**config.mk**
```make
export PLATFORM = sky130hd
export DESIGN_NAME = mastermind_game_ctrl_flat
export DESIGN_NICKNAME = d
export VERILOG_FILES = /design/src/rtl/mastermind_pkg.sv /design/src/rtl/mastermind_game_ctrl_if.sv /design/src/rtl/mastermind_game_ctrl_key_sync_edge.sv /design/src/rtl/mastermind_game_ctrl.sv /design/src/flat_wrapper.sv
export SDC_FILE = /design/constraint.sdc
export NUM_CORES = 1
export LEC_CHECK = 0
export ABC_AREA = 1
export CAP_MARGIN = 10
export CELL_PAD_IN_SITES_DETAIL_PLACEMENT = 1
export CELL_PAD_IN_SITES_GLOBAL_PLACEMENT = 2
export CORE_UTILIZATION = 36
export DETAILED_ROUTE_END_ITERATION = 8
export DONT_BUFFER_PORTS = 1
export PLACE_DENSITY_LB_ADDON = 0.1
export SLEW_MARGIN = 10
export SYNTH_ARGS = -nofsm -noshare
export SYNTH_HDL_FRONTEND = slang
export SYNTH_HIERARCHICAL = 1
export SYNTH_SLANG_ARGS = --single-unit
```
**constraint.sdc**
```tcl
create_clock -name CLOCK_50 -period 3.2 [get_ports CLOCK_50]
set_clock_uncertainty 0.05 [all_clocks]
set_input_delay 0.32 -clock CLOCK_50 [delete_from_list [all_inputs] [get_ports CLOCK_50]]
set_output_delay 0.32 -clock CLOCK_50 [all_outputs]
set_load 0.05 [all_outputs]
```
**src/rtl/mastermind_pkg.sv**
```systemverilog
// mastermind_pkg: shared state encoding, coin values and game limits for the Mastermind controller
package mastermind_pkg;
  typedef enum logic [2:0] {IDLE, PLAY, GRADE, CHECK, DONE} state_e;
  localparam logic [1:0] COIN_NONE     = 2'd0;
  localparam logic [1:0] COIN_CIRCLE   = 2'd1;
  localparam logic [1:0] COIN_TRIANGLE = 2'd2;
  localparam logic [1:0] COIN_PENTAGON = 2'd3;
  localparam int GAME_COST  = 4;
  localparam int MAX_ROUNDS = 8;
  localparam int MAX_GAMES  = 7;
endpackage

```
**src/rtl/mastermind_game_ctrl_if.sv**
```systemverilog
// mastermind_game_ctrl_if: keys, grader handshake and display/readout signals of the game controller
interface mastermind_game_ctrl_if;
  logic [1:0]  coinValue;
  logic        coinInserted_N;
  logic        startGame_N;
  logic        gradeIt_N;
  logic [11:0] guess;
  logic        gradeAck;
  logic [3:0]  znarlyIn;
  logic [3:0]  zoodIn;
  logic        gradeReq;
  logic [11:0] guessOut;
  logic [3:0]  numGames;
  logic [3:0]  roundNumber;
  logic [3:0]  znarly;
  logic [3:0]  zood;
  logic        gameWon;
  logic        masterLoadEn;
  logic        displayMasterPattern;
  logic        loadNumGames;
  logic        loadGuess;
  logic        loadZnarlyZood;
  logic        clearGame;
  modport master (
    output coinValue, coinInserted_N, startGame_N, gradeIt_N, guess, gradeAck, znarlyIn, zoodIn,
    input  gradeReq, guessOut, numGames, roundNumber, znarly, zood, gameWon, masterLoadEn,
           displayMasterPattern, loadNumGames, loadGuess, loadZnarlyZood, clearGame
  );
  modport slave (
    input  coinValue, coinInserted_N, startGame_N, gradeIt_N, guess, gradeAck, znarlyIn, zoodIn,
    output gradeReq, guessOut, numGames, roundNumber, znarly, zood, gameWon, masterLoadEn,
           displayMasterPattern, loadNumGames, loadGuess, loadZnarlyZood, clearGame
  );
endinterface

```
**src/rtl/mastermind_game_ctrl_key_sync_edge.sv**
```systemverilog
// key_sync_edge: two-flop synchronizer plus registered falling-edge pulse for an active-low key
module key_sync_edge (
  input  logic CLOCK_50,
  input  logic reset_N,
  input  logic key_n_i,
  output logic ev_o
);
  logic [2:0] sh_q;
  logic       ev_q;
  // sh_q[1:0] synchronize, sh_q[2] remembers the previous synchronized level
  always_ff @(posedge CLOCK_50 or negedge reset_N) begin
    if (!reset_N) begin
      sh_q <= '1;
      ev_q <= 1'b0;
    end else begin
      sh_q <= {sh_q[1:0], key_n_i};
      ev_q <= sh_q[2] & ~sh_q[1];
    end
  end
  assign ev_o = ev_q;
endmodule

```
**src/rtl/mastermind_game_ctrl.sv**
```systemverilog
// mastermind_game_ctrl: coin credit, game/round sequencing and grader handshake for Mastermind
module mastermind_game_ctrl
  import mastermind_pkg::*;
#(
  parameter int MAX_ROUNDS = mastermind_pkg::MAX_ROUNDS,
  parameter int GAME_COST  = mastermind_pkg::GAME_COST,
  parameter int MAX_GAMES  = mastermind_pkg::MAX_GAMES
) (
  input logic CLOCK_50,
  input logic reset_N,
  mastermind_game_ctrl_if.slave ifc
);
  logic coin_ev, start_ev, grade_ev, start_ok;
  logic [2:0] sum, credit_q, credit_d;
  logic earn;
  logic [3:0] games_c, num_games_q, num_games_d, round_q, znarly_q, zood_q;
  logic [11:0] guess_q;
  logic grade_req_q, won_q, disp_q, master_load_q, load_num_q, load_guess_q, load_zz_q, clear_q;
  state_e state_q;
  key_sync_edge u_coin  (.CLOCK_50, .reset_N, .key_n_i(ifc.coinInserted_N), .ev_o(coin_ev));
  key_sync_edge u_start (.CLOCK_50, .reset_N, .key_n_i(ifc.startGame_N),    .ev_o(start_ev));
  key_sync_edge u_grade (.CLOCK_50, .reset_N, .key_n_i(ifc.gradeIt_N),      .ev_o(grade_ev));
  // coin credit lands first so a game earned this cycle can be started this cycle
  always_comb begin
    sum         = credit_q + {1'b0, coin_ev ? ifc.coinValue : 2'd0};
    earn        = sum >= 3'(GAME_COST);
    credit_d    = earn ? sum - 3'(GAME_COST) : sum;
    games_c     = earn && num_games_q != 4'(MAX_GAMES) ? num_games_q + 4'd1 : num_games_q;
    start_ok    = start_ev && (state_q == IDLE || state_q == DONE) && games_c != 4'd0;
    num_games_d = start_ok ? games_c - 4'd1 : games_c;
  end
  always_ff @(posedge CLOCK_50 or negedge reset_N) begin
    if (!reset_N) begin
      state_q       <= IDLE;
      credit_q      <= '0;
      num_games_q   <= '0;
      round_q       <= '0;
      znarly_q      <= '0;
      zood_q        <= '0;
      guess_q       <= '0;
      grade_req_q   <= 1'b0;
      won_q         <= 1'b0;
      disp_q        <= 1'b0;
      master_load_q <= 1'b0;
      load_num_q    <= 1'b0;
      load_guess_q  <= 1'b0;
      load_zz_q     <= 1'b0;
      clear_q       <= 1'b0;
    end else begin
      credit_q      <= credit_d;
      num_games_q   <= num_games_d;
      load_num_q    <= start_ok || games_c != num_games_q;
      load_guess_q  <= 1'b0;
      load_zz_q     <= 1'b0;
      clear_q       <= 1'b0;
      master_load_q <= 1'b0;
      if (start_ok) begin
        state_q <= PLAY;
        round_q <= 4'd1;
        clear_q <= 1'b1;
        won_q   <= 1'b0;
        disp_q  <= 1'b0;
      end else begin
        case (state_q)
          IDLE: master_load_q <= 1'b1;
          PLAY: if (grade_ev) begin
            guess_q      <= ifc.guess;
            load_guess_q <= 1'b1;
            grade_req_q  <= 1'b1;
            state_q      <= GRADE;
          end
          GRADE: if (ifc.gradeAck) begin
            znarly_q    <= ifc.znarlyIn;
            zood_q      <= ifc.zoodIn;
            load_zz_q   <= 1'b1;
            grade_req_q <= 1'b0;
            state_q     <= CHECK;
          end
          CHECK: if (znarly_q == 4'd4 || round_q == 4'(MAX_ROUNDS)) begin
            won_q   <= znarly_q == 4'd4;
            disp_q  <= 1'b1;
            state_q <= DONE;
          end else begin
            round_q <= round_q + 4'd1;
            state_q <= PLAY;
          end
          DONE: if (start_ev) begin
            state_q       <= IDLE;
            round_q       <= '0;
            won_q         <= 1'b0;
            disp_q        <= 1'b0;
            master_load_q <= 1'b1;
          end
          default: state_q <= IDLE;
        endcase
      end
    end
  end
  assign ifc.gradeReq             = grade_req_q;
  assign ifc.guessOut             = guess_q;
  assign ifc.numGames             = num_games_q;
  assign ifc.roundNumber          = round_q;
  assign ifc.znarly               = znarly_q;
  assign ifc.zood                 = zood_q;
  assign ifc.gameWon              = won_q;
  assign ifc.masterLoadEn         = master_load_q;
  assign ifc.displayMasterPattern = disp_q;
  assign ifc.loadNumGames         = load_num_q;
  assign ifc.loadGuess            = load_guess_q;
  assign ifc.loadZnarlyZood       = load_zz_q;
  assign ifc.clearGame            = clear_q;
endmodule
```
**src/flat_wrapper.sv**
```systemverilog
// flat-port wrapper written by rule: the top's interface ports become plain ports
module mastermind_game_ctrl_flat import mastermind_pkg::*;
#(
  parameter int MAX_ROUNDS = mastermind_pkg::MAX_ROUNDS,
  parameter int GAME_COST  = mastermind_pkg::GAME_COST,
  parameter int MAX_GAMES  = mastermind_pkg::MAX_GAMES
)
  (CLOCK_50, reset_N, ifc_coinValue, ifc_coinInserted_N, ifc_startGame_N, ifc_gradeIt_N, ifc_guess, ifc_gradeAck, ifc_znarlyIn, ifc_zoodIn, ifc_gradeReq, ifc_guessOut, ifc_numGames, ifc_roundNumber, ifc_znarly, ifc_zood, ifc_gameWon, ifc_masterLoadEn, ifc_displayMasterPattern, ifc_loadNumGames, ifc_loadGuess, ifc_loadZnarlyZood, ifc_clearGame);
  mastermind_game_ctrl_if ifc_i ();
  input logic CLOCK_50;
  input logic reset_N;
  input wire logic [$bits(ifc_i.coinValue)-1:0] ifc_coinValue;
  input wire logic [$bits(ifc_i.coinInserted_N)-1:0] ifc_coinInserted_N;
  input wire logic [$bits(ifc_i.startGame_N)-1:0] ifc_startGame_N;
  input wire logic [$bits(ifc_i.gradeIt_N)-1:0] ifc_gradeIt_N;
  input wire logic [$bits(ifc_i.guess)-1:0] ifc_guess;
  input wire logic [$bits(ifc_i.gradeAck)-1:0] ifc_gradeAck;
  input wire logic [$bits(ifc_i.znarlyIn)-1:0] ifc_znarlyIn;
  input wire logic [$bits(ifc_i.zoodIn)-1:0] ifc_zoodIn;
  output wire logic [$bits(ifc_i.gradeReq)-1:0] ifc_gradeReq;
  output wire logic [$bits(ifc_i.guessOut)-1:0] ifc_guessOut;
  output wire logic [$bits(ifc_i.numGames)-1:0] ifc_numGames;
  output wire logic [$bits(ifc_i.roundNumber)-1:0] ifc_roundNumber;
  output wire logic [$bits(ifc_i.znarly)-1:0] ifc_znarly;
  output wire logic [$bits(ifc_i.zood)-1:0] ifc_zood;
  output wire logic [$bits(ifc_i.gameWon)-1:0] ifc_gameWon;
  output wire logic [$bits(ifc_i.masterLoadEn)-1:0] ifc_masterLoadEn;
  output wire logic [$bits(ifc_i.displayMasterPattern)-1:0] ifc_displayMasterPattern;
  output wire logic [$bits(ifc_i.loadNumGames)-1:0] ifc_loadNumGames;
  output wire logic [$bits(ifc_i.loadGuess)-1:0] ifc_loadGuess;
  output wire logic [$bits(ifc_i.loadZnarlyZood)-1:0] ifc_loadZnarlyZood;
  output wire logic [$bits(ifc_i.clearGame)-1:0] ifc_clearGame;
  assign ifc_i.coinValue = ifc_coinValue;
  assign ifc_i.coinInserted_N = ifc_coinInserted_N;
  assign ifc_i.startGame_N = ifc_startGame_N;
  assign ifc_i.gradeIt_N = ifc_gradeIt_N;
  assign ifc_i.guess = ifc_guess;
  assign ifc_i.gradeAck = ifc_gradeAck;
  assign ifc_i.znarlyIn = ifc_znarlyIn;
  assign ifc_i.zoodIn = ifc_zoodIn;
  assign ifc_gradeReq = ifc_i.gradeReq;
  assign ifc_guessOut = ifc_i.guessOut;
  assign ifc_numGames = ifc_i.numGames;
  assign ifc_roundNumber = ifc_i.roundNumber;
  assign ifc_znarly = ifc_i.znarly;
  assign ifc_zood = ifc_i.zood;
  assign ifc_gameWon = ifc_i.gameWon;
  assign ifc_masterLoadEn = ifc_i.masterLoadEn;
  assign ifc_displayMasterPattern = ifc_i.displayMasterPattern;
  assign ifc_loadNumGames = ifc_i.loadNumGames;
  assign ifc_loadGuess = ifc_i.loadGuess;
  assign ifc_loadZnarlyZood = ifc_i.loadZnarlyZood;
  assign ifc_clearGame = ifc_i.clearGame;
  mastermind_game_ctrl #(.MAX_ROUNDS(MAX_ROUNDS), .GAME_COST(GAME_COST), .MAX_GAMES(MAX_GAMES)) u_core (.CLOCK_50(CLOCK_50), .reset_N(reset_N), .ifc(ifc_i));
endmodule
```
# --- Yosys cells after proc, flatten, opt, wreduce, memory -nomap -nowiden ---
# Index checks and enable logic that the tools add are counted.
totals:
  input_bits: 28
  word_cells: 100
  reg_bits: 54
classes:
  add_sub_neg: 5
  eq_ne: 16
  bitwise_logic: 7
  mux: 34
  reduce_logical: 16
  magnitude_cmp: 1
ops:
  columns: ["operator", "n"]
  rows:
  - ["two-way mux 4 bit", 5]
  - ["two-way mux 3 bit", 6]
  - ["two-way mux 1 bit", 16]
  - ["case mux 3 bit (5 select lines)", 1]
  - ["!= test 3 x 2 -> 1 bit, second input constant", 4]
  - ["AND reduction 3 bit", 4]
  - ["adder 4 x 1 -> 4 bit, second input constant", 2]
  - ["case mux 1 bit (2 select lines)", 4]
  - ["case mux 4 bit (2 select lines)", 1]
  - ["AND reduction 4 bit", 2]
  - ["equality test 3 x 2 -> 1 bit, second input constant", 2]
  - ["equality test 4 x 3 -> 1 bit, second input constant", 1]
  - ["equality test 4 bit, second input constant", 1]
  - ["!= test 2 bit, second input constant", 2]
  - ["!= test 4 x 3 -> 1 bit, second input constant", 1]
  - ["!= test 4 bit", 1]
  - ["inverter 1 bit", 4]
  - ["nonzero test 4 bit", 1]
  - ["subtractor 4 x 1 -> 4 bit, second input constant", 1]
  - ["adder 3 x 2 -> 3 bit", 1]
  - ["AND 1 bit", 3]
  - ["equality test 3 x 1 -> 1 bit, second input constant", 1]
  - ["equality test 3 bit, second input constant", 1]
  - ["greater-or-equal comparator 3 bit, second input constant", 1]
  - ["9 further kinds", 13]

# --- Depth between registers and ports, before layout ---
# Gate-level depths: netlist of run 1.
depth:
  word_depth: 9
  ltp_mapped: 20

# --- Cells and area by module ---
# The synthesis of run 1 kept the hierarchy.
modules_own_cells:
  columns: ["mod", "n_inst", "area_per_inst_um2", "cells_per_inst"]
  rows:
  - ["mastermind_game_ctrl", 1, 1975.6, 240]
  - ["key_sync_edge", 3, 113.9, 6]

# --- Least setup slack after synthesis of run 1 ---
# Ideal clock, no wire load.
synth_path:
  path_kind: "register -> register"
  start: "reg u_core.num_games_q[0] (netlist: u_core/ifc.numGames[0])"
  end: "reg u_core.round_q[3] (netlist: u_core/ifc.roundNumber[3])"
  t_required_ns: 3.084
  path_slack_ns: 0.803
  path_stages_with_launch: 14
  arrival_ns: 2.281
  synth_period_minus_slack_ns: 2.397
  cell_sequence: "dfrtp_1 ha_1 nand3_2 nand2_4 xor2_1 ha_1 inv_1 nor2_2 nand2_2 nand2_4 nand3_4 nand2_4 nand2_1 nand2_1"
synth_via:
  elab_chain_cells: 7
  word_cells_on_any_way: 11
  classes_between: "add/sub (1); eq/ne (3); mux (2); reduce/logical (5)"
synth_lines:
  columns: ["element", "line_no", "rtl"]
  rows:
  - ["from (decl)", "mastermind_game_ctrl.sv:16", "logic [3:0] games_c, num_games_q, num_games_d, round_q, znarly_q, zood_q;"]
  - ["from (signal assigned)", "mastermind_game_ctrl.sv:51", "num_games_q <= num_games_d;"]
  - ["branches (longest 2 deep; another with adder 4 x 1 -> 4 bit)", null, null]
  - ["two-way mux 4 bit (*)", "mastermind_game_ctrl.sv:28", "games_c = earn && num_games_q != 4'(MAX_GAMES) ? num_games_q + 4'd1 : num_games_q;"]
  - ["nonzero test 4 bit (*)", "mastermind_game_ctrl.sv:29", "start_ok = start_ev && (state_q == IDLE || state_q == DONE) && games_c != 4'd0;"]
  - ["logical AND 1 bit (*)", "mastermind_game_ctrl.sv:29", null]
  - ["!= test 3 x 2 -> 1 bit (no source line) or nonzero test 3 bit (tied branches)", null, null]
  - ["AND reduction 3 bit (no source line)", null, null]
  - ["to (signal assigned)", "mastermind_game_ctrl.sv:84", "round_q <= round_q + 4'd1;"]
  - ["to (decl)", "mastermind_game_ctrl.sv:16", null]
# Every way passes the cells marked *.
# A chain may end at the register's enable or synchronous reset.

# --- Worst setup path in the final report of run 1 ---
layout_path:
  start: "reg u_core.u_coin.ev_q (netlist: u_core/u_coin/ev_o)"
  end: "reg u_core.round_q[2] (netlist: u_core/ifc.roundNumber[2])"
layout_via:
  elab_chain_cells: 9
  word_cells_on_any_way: 12
  classes_between: "add/sub (1); order compare (1); eq/ne (2); mux (3); reduce/logical (5)"
layout_lines:
  columns: ["element", "line_no", "rtl"]
  rows:
  - ["from (decl)", "mastermind_game_ctrl_key_sync_edge.sv:9", "logic ev_q;"]
  - ["from (signal assigned)", "mastermind_game_ctrl_key_sync_edge.sv:17", "ev_q <= sh_q[2] & ~sh_q[1];"]
  - ["two-way mux 2 bit (*)", "mastermind_game_ctrl.sv:25", "sum = credit_q + {1'b0, coin_ev ? ifc.coinValue : 2'd0};"]
  - ["adder 3 x 2 -> 3 bit (*)", "mastermind_game_ctrl.sv:25", null]
  - ["greater-or-equal comparator 3 bit (*)", "mastermind_game_ctrl.sv:26", "earn = sum >= 3'(GAME_COST);"]
  - ["logical AND 1 bit (*)", "mastermind_game_ctrl.sv:28", null]
  - ["two-way mux 4 bit (*)", "mastermind_game_ctrl.sv:28", null]
  - ["nonzero test 4 bit (*)", "mastermind_game_ctrl.sv:29", null]
  - ["logical AND 1 bit (*)", "mastermind_game_ctrl.sv:29", null]
  - ["!= test 3 x 2 -> 1 bit (no source line) or nonzero test 3 bit (tied branches)", null, null]
  - ["AND reduction 3 bit (no source line)", null, null]
# Every way passes the cells marked *; elsewhere a longest branch is shown, timed or not.

==> out/summary.txt, run 1 <==
vias in the first global route - 1587
summed instance area of the synthesized netlist - 0.00232 mm^2
vias per inst - 4.68
initial core utilization - 38.2%
Final Hold Viols - 0
number of buffers inserted by post-CTS setup repair - 0
max-capacitance violation count - 0
Floorplan Core Area - 0.00606 mm^2
share of synthesized cell area in and, or, nand and nor gates - 29.3%
RSZ-0062 raised after global routing - no
Avg Inst Size Synth - 8.98 um^2
met2 wire length - 2060 um
wire length on met1 - 2150 um
Worst-Margin Slew - 0.723 ns
clock root buffer - sky130_fd_sc_hd__clkbuf_8
Synth Area in XOR/XNOR - 1.51%
worst stage delay on the critical path - 0.38 ns
Critical Path Source Type - register
n_diodes - 0
Die X-Extent - 82.2 um
number of top-level design ports - 64
clock input transition at the sequential cells of the worst setup and hold paths - 0.10 ns
Row Count - 28
max frequency - 383 MHz
number of buffers created by CTS - 5
number of antenna violations at the first check in global routing - 0
time the final worst path needs with I/O delays and setup - 2.61 ns
count of nets left with antenna violations after detail routing - 0
final weighted congestion of routability-driven global placement - 0.728
maximum number of pins on one net before global-route repair - 54
number of slew-limit violations in the final report - 0
CP Class - register to register
Via Count - 1625
top cell family by delay on the critical path - simple AND/OR/NAND/NOR gates
Total Nets Final - 305
sequential fraction of the synthesis area - 57.7%
syn nets - 292
Power Dens Cells - 1130 mW/mm^2
Die Y - 82.2 um
count of buffering cells on the critical path with inverters included - 4
required time of the critical path - 3.40 ns
count of H-tree levels built during CTS - 2
path type of the worst min-delay path - input pin to register
CP arrival - 2.81 ns
final period utilization - 81.6%
TritonCTS clock tree - built
count of TritonRoute iterations in the first routing pass - 4
total of buffers placed on input and output ports - 0
hpwl dp - 3280 um
fraction of the core area covered by cells at the end of the flow - 43.1%
total gr overflow - 0
CTS hold repair buffers - 5
first-pass GRT wire length - 7640 um
combinational family with the most area after synthesis - simple AND/OR/NAND/NOR gates
Slowest cell on crit path - sky130_fd_sc_hd__fa_1
run status - finished, final reports clean
arithmetic-cell share of the synthesized area counting full adders, half adders and majority gates - 3.56%
share of final-layout standard cells stronger than drive strength 1 - 15.8%
total die area - 0.00676 mm^2
final number of setup-violating endpoints - 0
area growth from synthesis to layout - 12.8%
Skew-Pair Late Insertion Delay - 0.31 ns
Residual DRC - 0
most frequent standard cell in the layout excluding fill and tap cells - sky130_fd_sc_hd__nand2_1
flop and latch count out of synthesis - 53
cell occurring most often along the worst timing path - sky130_fd_sc_hd__inv_1
Detailed Route WL - 4590 um
total negative slack - 0 ns
metal3 WL - 316 um
total of warnings raised by yosys - 6
leakage power total - 1.38 nW
mux share of post-synthesis cell area - 0%
number of distinct standard cells referenced by the synthesized netlist - 27
critical path endpoint category - register
number of cells produced by synthesis - 258
Critical Path Fanout Max - 10
highest layer used for signal routing - met4
average wire per standard cell - 13.2 um
compound-gate portion of the synthesized area - 2.00%
top library cells by usage in the layout, fill and taps aside - sky130_fd_sc_hd__nand2_1 (103), sky130_fd_sc_hd__dfrtp_1 (44), sky130_fd_sc_hd__inv_1 (28)
overall global routing resource usage - 15.2%
Sink Count - 53
cells along the critical path - nand2_1, inv_1, ha_1, inv_1, fa_1, inv_1, nand2_4, xor2_1, ha_1, inv_1, nor2_2, nand2_2, nand2_4, nand3_4, nand2_4, nand2_1, nand2_1
post-CTS resize count - 0
VDD IR max - 0.000532 V
first-iteration detailed-routing DRC count - 44
Max-Slew Margin vs Limit - 51.7%
maximum buffer depth of the clock tree - 2
cells in the mapped netlist:
| master | n | area share [%] |
|---|---|---|
| sky130_fd_sc_hd__inv_1 | 28 | 4.5 |
| sky130_fd_sc_hd__o2111ai_1 | 1 | 0.38 |
| sky130_fd_sc_hd__nand2_1 | 103 | 17 |
| sky130_fd_sc_hd__o21ai_0 | 4 | 0.86 |
| sky130_fd_sc_hd__clkbuf_1 | 1 | 0.16 |
| sky130_fd_sc_hd__nand3_4 | 1 | 0.76 |
| sky130_fd_sc_hd__nand3_2 | 1 | 0.43 |
| sky130_fd_sc_hd__nand4_1 | 3 | 0.81 |
| sky130_fd_sc_hd__dfstp_2 | 9 | 10 |
| sky130_fd_sc_hd__nor3_1 | 1 | 0.22 |
| sky130_fd_sc_hd__nand2_2 | 3 | 0.81 |
| sky130_fd_sc_hd__nor2_4 | 2 | 0.97 |
| sky130_fd_sc_hd__clkinv_1 | 1 | 0.16 |
| sky130_fd_sc_hd__nand2_4 | 3 | 1.5 |
| sky130_fd_sc_hd__fa_1 | 1 | 0.86 |
| sky130_fd_sc_hd__nand3_1 | 11 | 2.4 |
| sky130_fd_sc_hd__o211ai_1 | 1 | 0.32 |
| sky130_fd_sc_hd__or2_1 | 1 | 0.27 |
| sky130_fd_sc_hd__nand3b_1 | 1 | 0.32 |
| sky130_fd_sc_hd__nor2_1 | 14 | 2.3 |
| sky130_fd_sc_hd__a21oi_1 | 2 | 0.43 |
| sky130_fd_sc_hd__nor2_2 | 7 | 1.9 |
| sky130_fd_sc_hd__inv_2 | 4 | 0.65 |
| sky130_fd_sc_hd__buf_2 | 2 | 0.43 |
| sky130_fd_sc_hd__dfrtp_1 | 44 | 48 |
| sky130_fd_sc_hd__xor2_1 | 4 | 1.5 |
| sky130_fd_sc_hd__ha_1 | 5 | 2.7 |
power by group:
part           total [mW]  switching (mW)  internal, mW
clock               0.474           0.234         0.240
combinational       0.814           0.541         0.273
sequential           1.65           0.763         0.889
total                2.94            1.54          1.40
layout make-up:
cell class                 instances  area, um^2
timing repair buffer               9        97.6
fill                             724        3450
clock inverter                     3        50.0
multi-input combinational        169         842
clock buffer                       5        68.8
inverter                          33         124
sequential                        53        1340
tap                               75        93.8
metrics by stage:
step	hold WS, ns	std cells	worst slack, ns	total power, mW	instance area, um^2
2_1_floorplan	-0.0256	258	0.803	2.26	2320
3_3_place_gp	-0.0241	334	0.704	2.47	2430
3_5_place_dp	-0.0238	334	0.594	2.48	2430
4_1_cts	0.0470	347	0.556	2.99	2610
5_1_grt	0.0430	347	0.309	3.16	2610
6_report	0.0613	347	0.588	2.94	2610
path summary, 6_finish.rpt:
path	start	to	slack [ns]	cells past startpoint
max	u_core/u_coin/ev_o	u_core/ifc.roundNumber[2]	0.59	17
min	ifc_guess[3]	u_core/ifc.guessOut[3]	0.06	2
max reg2reg	u_core/u_coin/ev_o	u_core/ifc.roundNumber[2]	0.59	17
min reg2reg	u_core/u_grade/sh_q[0]	u_core/u_grade/sh_q[1]	0.31	0
max in group asynchronous	reset_N	u_core/u_grade/sh_q[0]	2.33	2
min in group asynchronous	reset_N	u_core/ifc.loadGuess	0.49	2
sequential cells by signal (all words and copies together), names as in the netlist, 2 cells and up:
register                cells
u_core/credit_q             2
u_core/ifc.guessOut        12
u_core/ifc.numGames         4
u_core/ifc.roundNumber      4
u_core/ifc.znarly           4
u_core/ifc.zood             4
u_core/state_q              3
u_core/u_coin/sh_q          3
u_core/u_grade/sh_q         3
u_core/u_start/sh_q         3
cell families after synthesis:
group | count (synthesis)
xor+xnor | 4
fa+ha+maj | 6
simple gates | 151
buf+inv | 36
flops | 53
compound gates | 8
per-layer routing:
layer | GRT usage [%] | vias to the layer above
li1 | - | 806
met1 | 20.0 | 766
met2 | 23.1 | 48
met3 | 5.27 | 5
met4 | 5.79 | 0
met5 | 0 | -
(Power assumes the default switching activity.)
==> run 2, diff against run 1 <==
==> constraint.sdc (replaced) <==
create_clock -name CLOCK_50 -period 2.6 [get_ports CLOCK_50]
set_clock_uncertainty 0.05 [all_clocks]
set_input_delay 0.26 -clock CLOCK_50 [delete_from_list [all_inputs] [get_ports CLOCK_50]]
set_output_delay 0.26 -clock CLOCK_50 [all_outputs]
set_load 0.05 [all_outputs]
==> run 2 against run 1 <==
Compared with the run above: critical path depth increased by 1; clock power increased by 25%; wire length increased by 6.7%; via count increased by 4.5%; hold slack got worse by 0.041 ns; maximum frequency increased by 11%; combinational power increased by 36%; die area unchanged; critical path type unchanged; critical endpoint is now u_core/ifc.numGames[1]; largest cell class unchanged; largest power group unchanged.
==> out/summary.txt, run 2 (same netlist as run 1, synthesis figures left out) <==
worst-case reg-to-reg path depth - 18
vias per inst - 4.58
CP Class - register to register
Critical Path Fanout Max - 6
final weighted congestion of routability-driven global placement - 0.725
count of nets left with antenna violations after detail routing - 0
highest layer used for signal routing - met4
launch point of the worst path - u_core/u_coin/ev_o
WP depth - 18
met2 wire length - 2290 um
count of TritonRoute iterations in the first routing pass - 4
hpwl dp - 3300 um
Skew-Pair Late Insertion Delay - 0.31 ns
Row Count - 28
total negative slack - 0 ns
VDD IR max - 0.000622 V
TritonCTS clock tree - built
number of slew-limit violations in the final report - 0
max-capacitance violation count - 0
area growth from synthesis to layout - 22.5%
clock input transition at the sequential cells of the worst setup and hold paths - 0.10 ns
Die X-Extent - 82.2 um
Max-Slew Margin vs Limit - 61.4%
maximum buffer depth of the clock tree - 2
Slowest cell on crit path - sky130_fd_sc_hd__dfrtp_1
number of top-level design ports - 64
cells along the critical path - nand2_1, inv_1, ha_1, inv_1, fa_2, inv_2, nand2_4, inv_1, nand2_1, nand2_1, inv_1, ha_1, inv_1, nor2_2, nand2_2, nand2_4, buf_4, o21ai_0
total of buffers placed on input and output ports - 0
count of H-tree levels built during CTS - 2
cell occurring most often along the worst timing path - sky130_fd_sc_hd__inv_1
RSZ-0062 raised after global routing - no
max frequency - 426 MHz
vias in the first global route - 1837
initial core utilization - 38.2%
slack of the worst reg-to-reg path - 0.25 ns
overall global routing resource usage - 16.6%
count of buffering cells on the critical path with inverters included - 7
maximum number of pins on one net before global-route repair - 54
Power Dens Cells - 1300 mW/mm^2
critical path endpoint category - register
Total Nets Final - 329
Worst-Margin Slew - 0.579 ns
first-pass GRT wire length - 8310 um
overall power consumption - 3.70 mW
Critical Path Source Type - register
top library cells by usage in the layout, fill and taps aside - sky130_fd_sc_hd__nand2_1 (103), sky130_fd_sc_hd__dfrtp_1 (44), sky130_fd_sc_hd__inv_1 (27)
Final Hold Viols - 0
metal3 WL - 251 um
number of flip-flops under the largest register name - 12
time the final worst path needs with I/O delays and setup - 2.35 ns
Die Y - 82.2 um
Detailed Route WL - 4900 um
share of final-layout standard cells stronger than drive strength 1 - 17.6%
average wire per standard cell - 13.2 um
run status - finished, final reports clean
leakage power total - 1.48 nW
R2R Path End - u_core/ifc.numGames[1]
wire length on met1 - 2290 um
Floorplan Core Area - 0.00606 mm^2
top cell family by delay on the critical path - adder cells
Residual DRC - 0
required time of the critical path - 2.77 ns
CP arrival - 2.52 ns
worst setup path endpoint - u_core/ifc.numGames[1]
first-iteration detailed-routing DRC count - 44
worst stage delay on the critical path - 0.36 ns
most frequent standard cell in the layout excluding fill and tap cells - sky130_fd_sc_hd__nand2_1
number of antenna violations at the first check in global routing - 0
total gr overflow - 0
final number of setup-violating endpoints - 0
total die area - 0.00676 mm^2
Sink Count - 53
worst reg2reg path startpoint - u_core/u_coin/ev_o
Via Count - 1698
path type of the worst min-delay path - input pin to register
number of buffers created by CTS - 5
n_diodes - 0
final period utilization - 90.2%
clock root buffer - sky130_fd_sc_hd__clkbuf_8
fill cell count - 711
## run 2: cell count changes in the layout (fill, tap and decap cells not counted)
cell,before,now
sky130_fd_sc_hd__fa_2,0,1
sky130_fd_sc_hd__inv_1,28,27
sky130_fd_sc_hd__fa_1,1,0
sky130_fd_sc_hd__dlygate4sd3_1,4,21
sky130_fd_sc_hd__buf_4,4,11
sky130_fd_sc_hd__inv_2,4,5
## run 2: stage by stage
stage | setup WS, ns | cell area (um^2) | cells | util (%) | hold WS (ns)
floorplan | 0.203 | 2320 | 258 | - | -0.0856
finish | 0.255 | 2840 | 371 | 46.8 | 0.0203
detailed placement | 0.155 | 2460 | 338 | 40.5 | -0.0845
global route | 0.0308 | 2840 | 371 | 46.8 | 0.00808
global placement | 0.250 | 2460 | 338 | 40.5 | -0.0844
CTS | 0.133 | 2810 | 368 | 46.4 | 0.00123
## run 2: final cells by class
class	count	area, um^2	share of cell area [%]
clock buffers	5	68.8	2.42
clock inverters	3	50.0	1.76
flip-flops and latches	53	1340	47.1
well taps	75	93.8	3.31
repair buffers	33	320	11.3
multi-input cells	169	845	29.7
inverters	33	124	4.36
## run 2: how the worst min path moves through the flow
stage                               start                endpoint  slack [ns]  cells after the start
after floorplan                   reset_N      u_core/credit_q[0]       -0.09                      0
after global placement            reset_N      u_core/credit_q[1]       -0.08                      0
after detailed placement          reset_N      u_core/credit_q[1]       -0.08                      0
after CTS                    ifc_guess[2]  u_core/ifc.guessOut[2]       0.001                      2
after global routing         ifc_guess[2]  u_core/ifc.guessOut[2]       0.008                      2
final                     ifc_znarlyIn[2]    u_core/ifc.znarly[2]        0.02                      2
## run 2: per-layer routing
layer	GRT usage, %	up-vias
met3	4.62	5
met2	27.6	43
li1	-	853
met1	20.5	797
met5	0	-
met4	5.79	0
## run 2: where the power goes
group          switching [mW]  internal (mW)  total [mW]
sequential              0.904           1.10        2.00
clock                   0.296          0.296       0.592
combinational           0.715          0.397        1.11
total                    1.91           1.79        3.70
## run 2: worst reg2reg max path, delay by kind of cell (launching register included)
family                   cells  cell delay [ns]
flip-flops                   1             0.36
AO/OA/AOI/OAI                1             0.18
buffers and inverters        7             0.58
AND/OR/NAND/NOR              7             0.46
adder cells (fa/ha/maj)      3             0.65
## run 2: repair_timing
| item | CTS | global route |
|---|---|---|
| gates resized for setup | 0 | 2 |
| endpoints found under the hold margin | 73 | 0 |
| hold buffers | 22 | 0 |
| setup buffers | 0 | 3 |
| endpoints found under the setup margin | 0 | 6 |
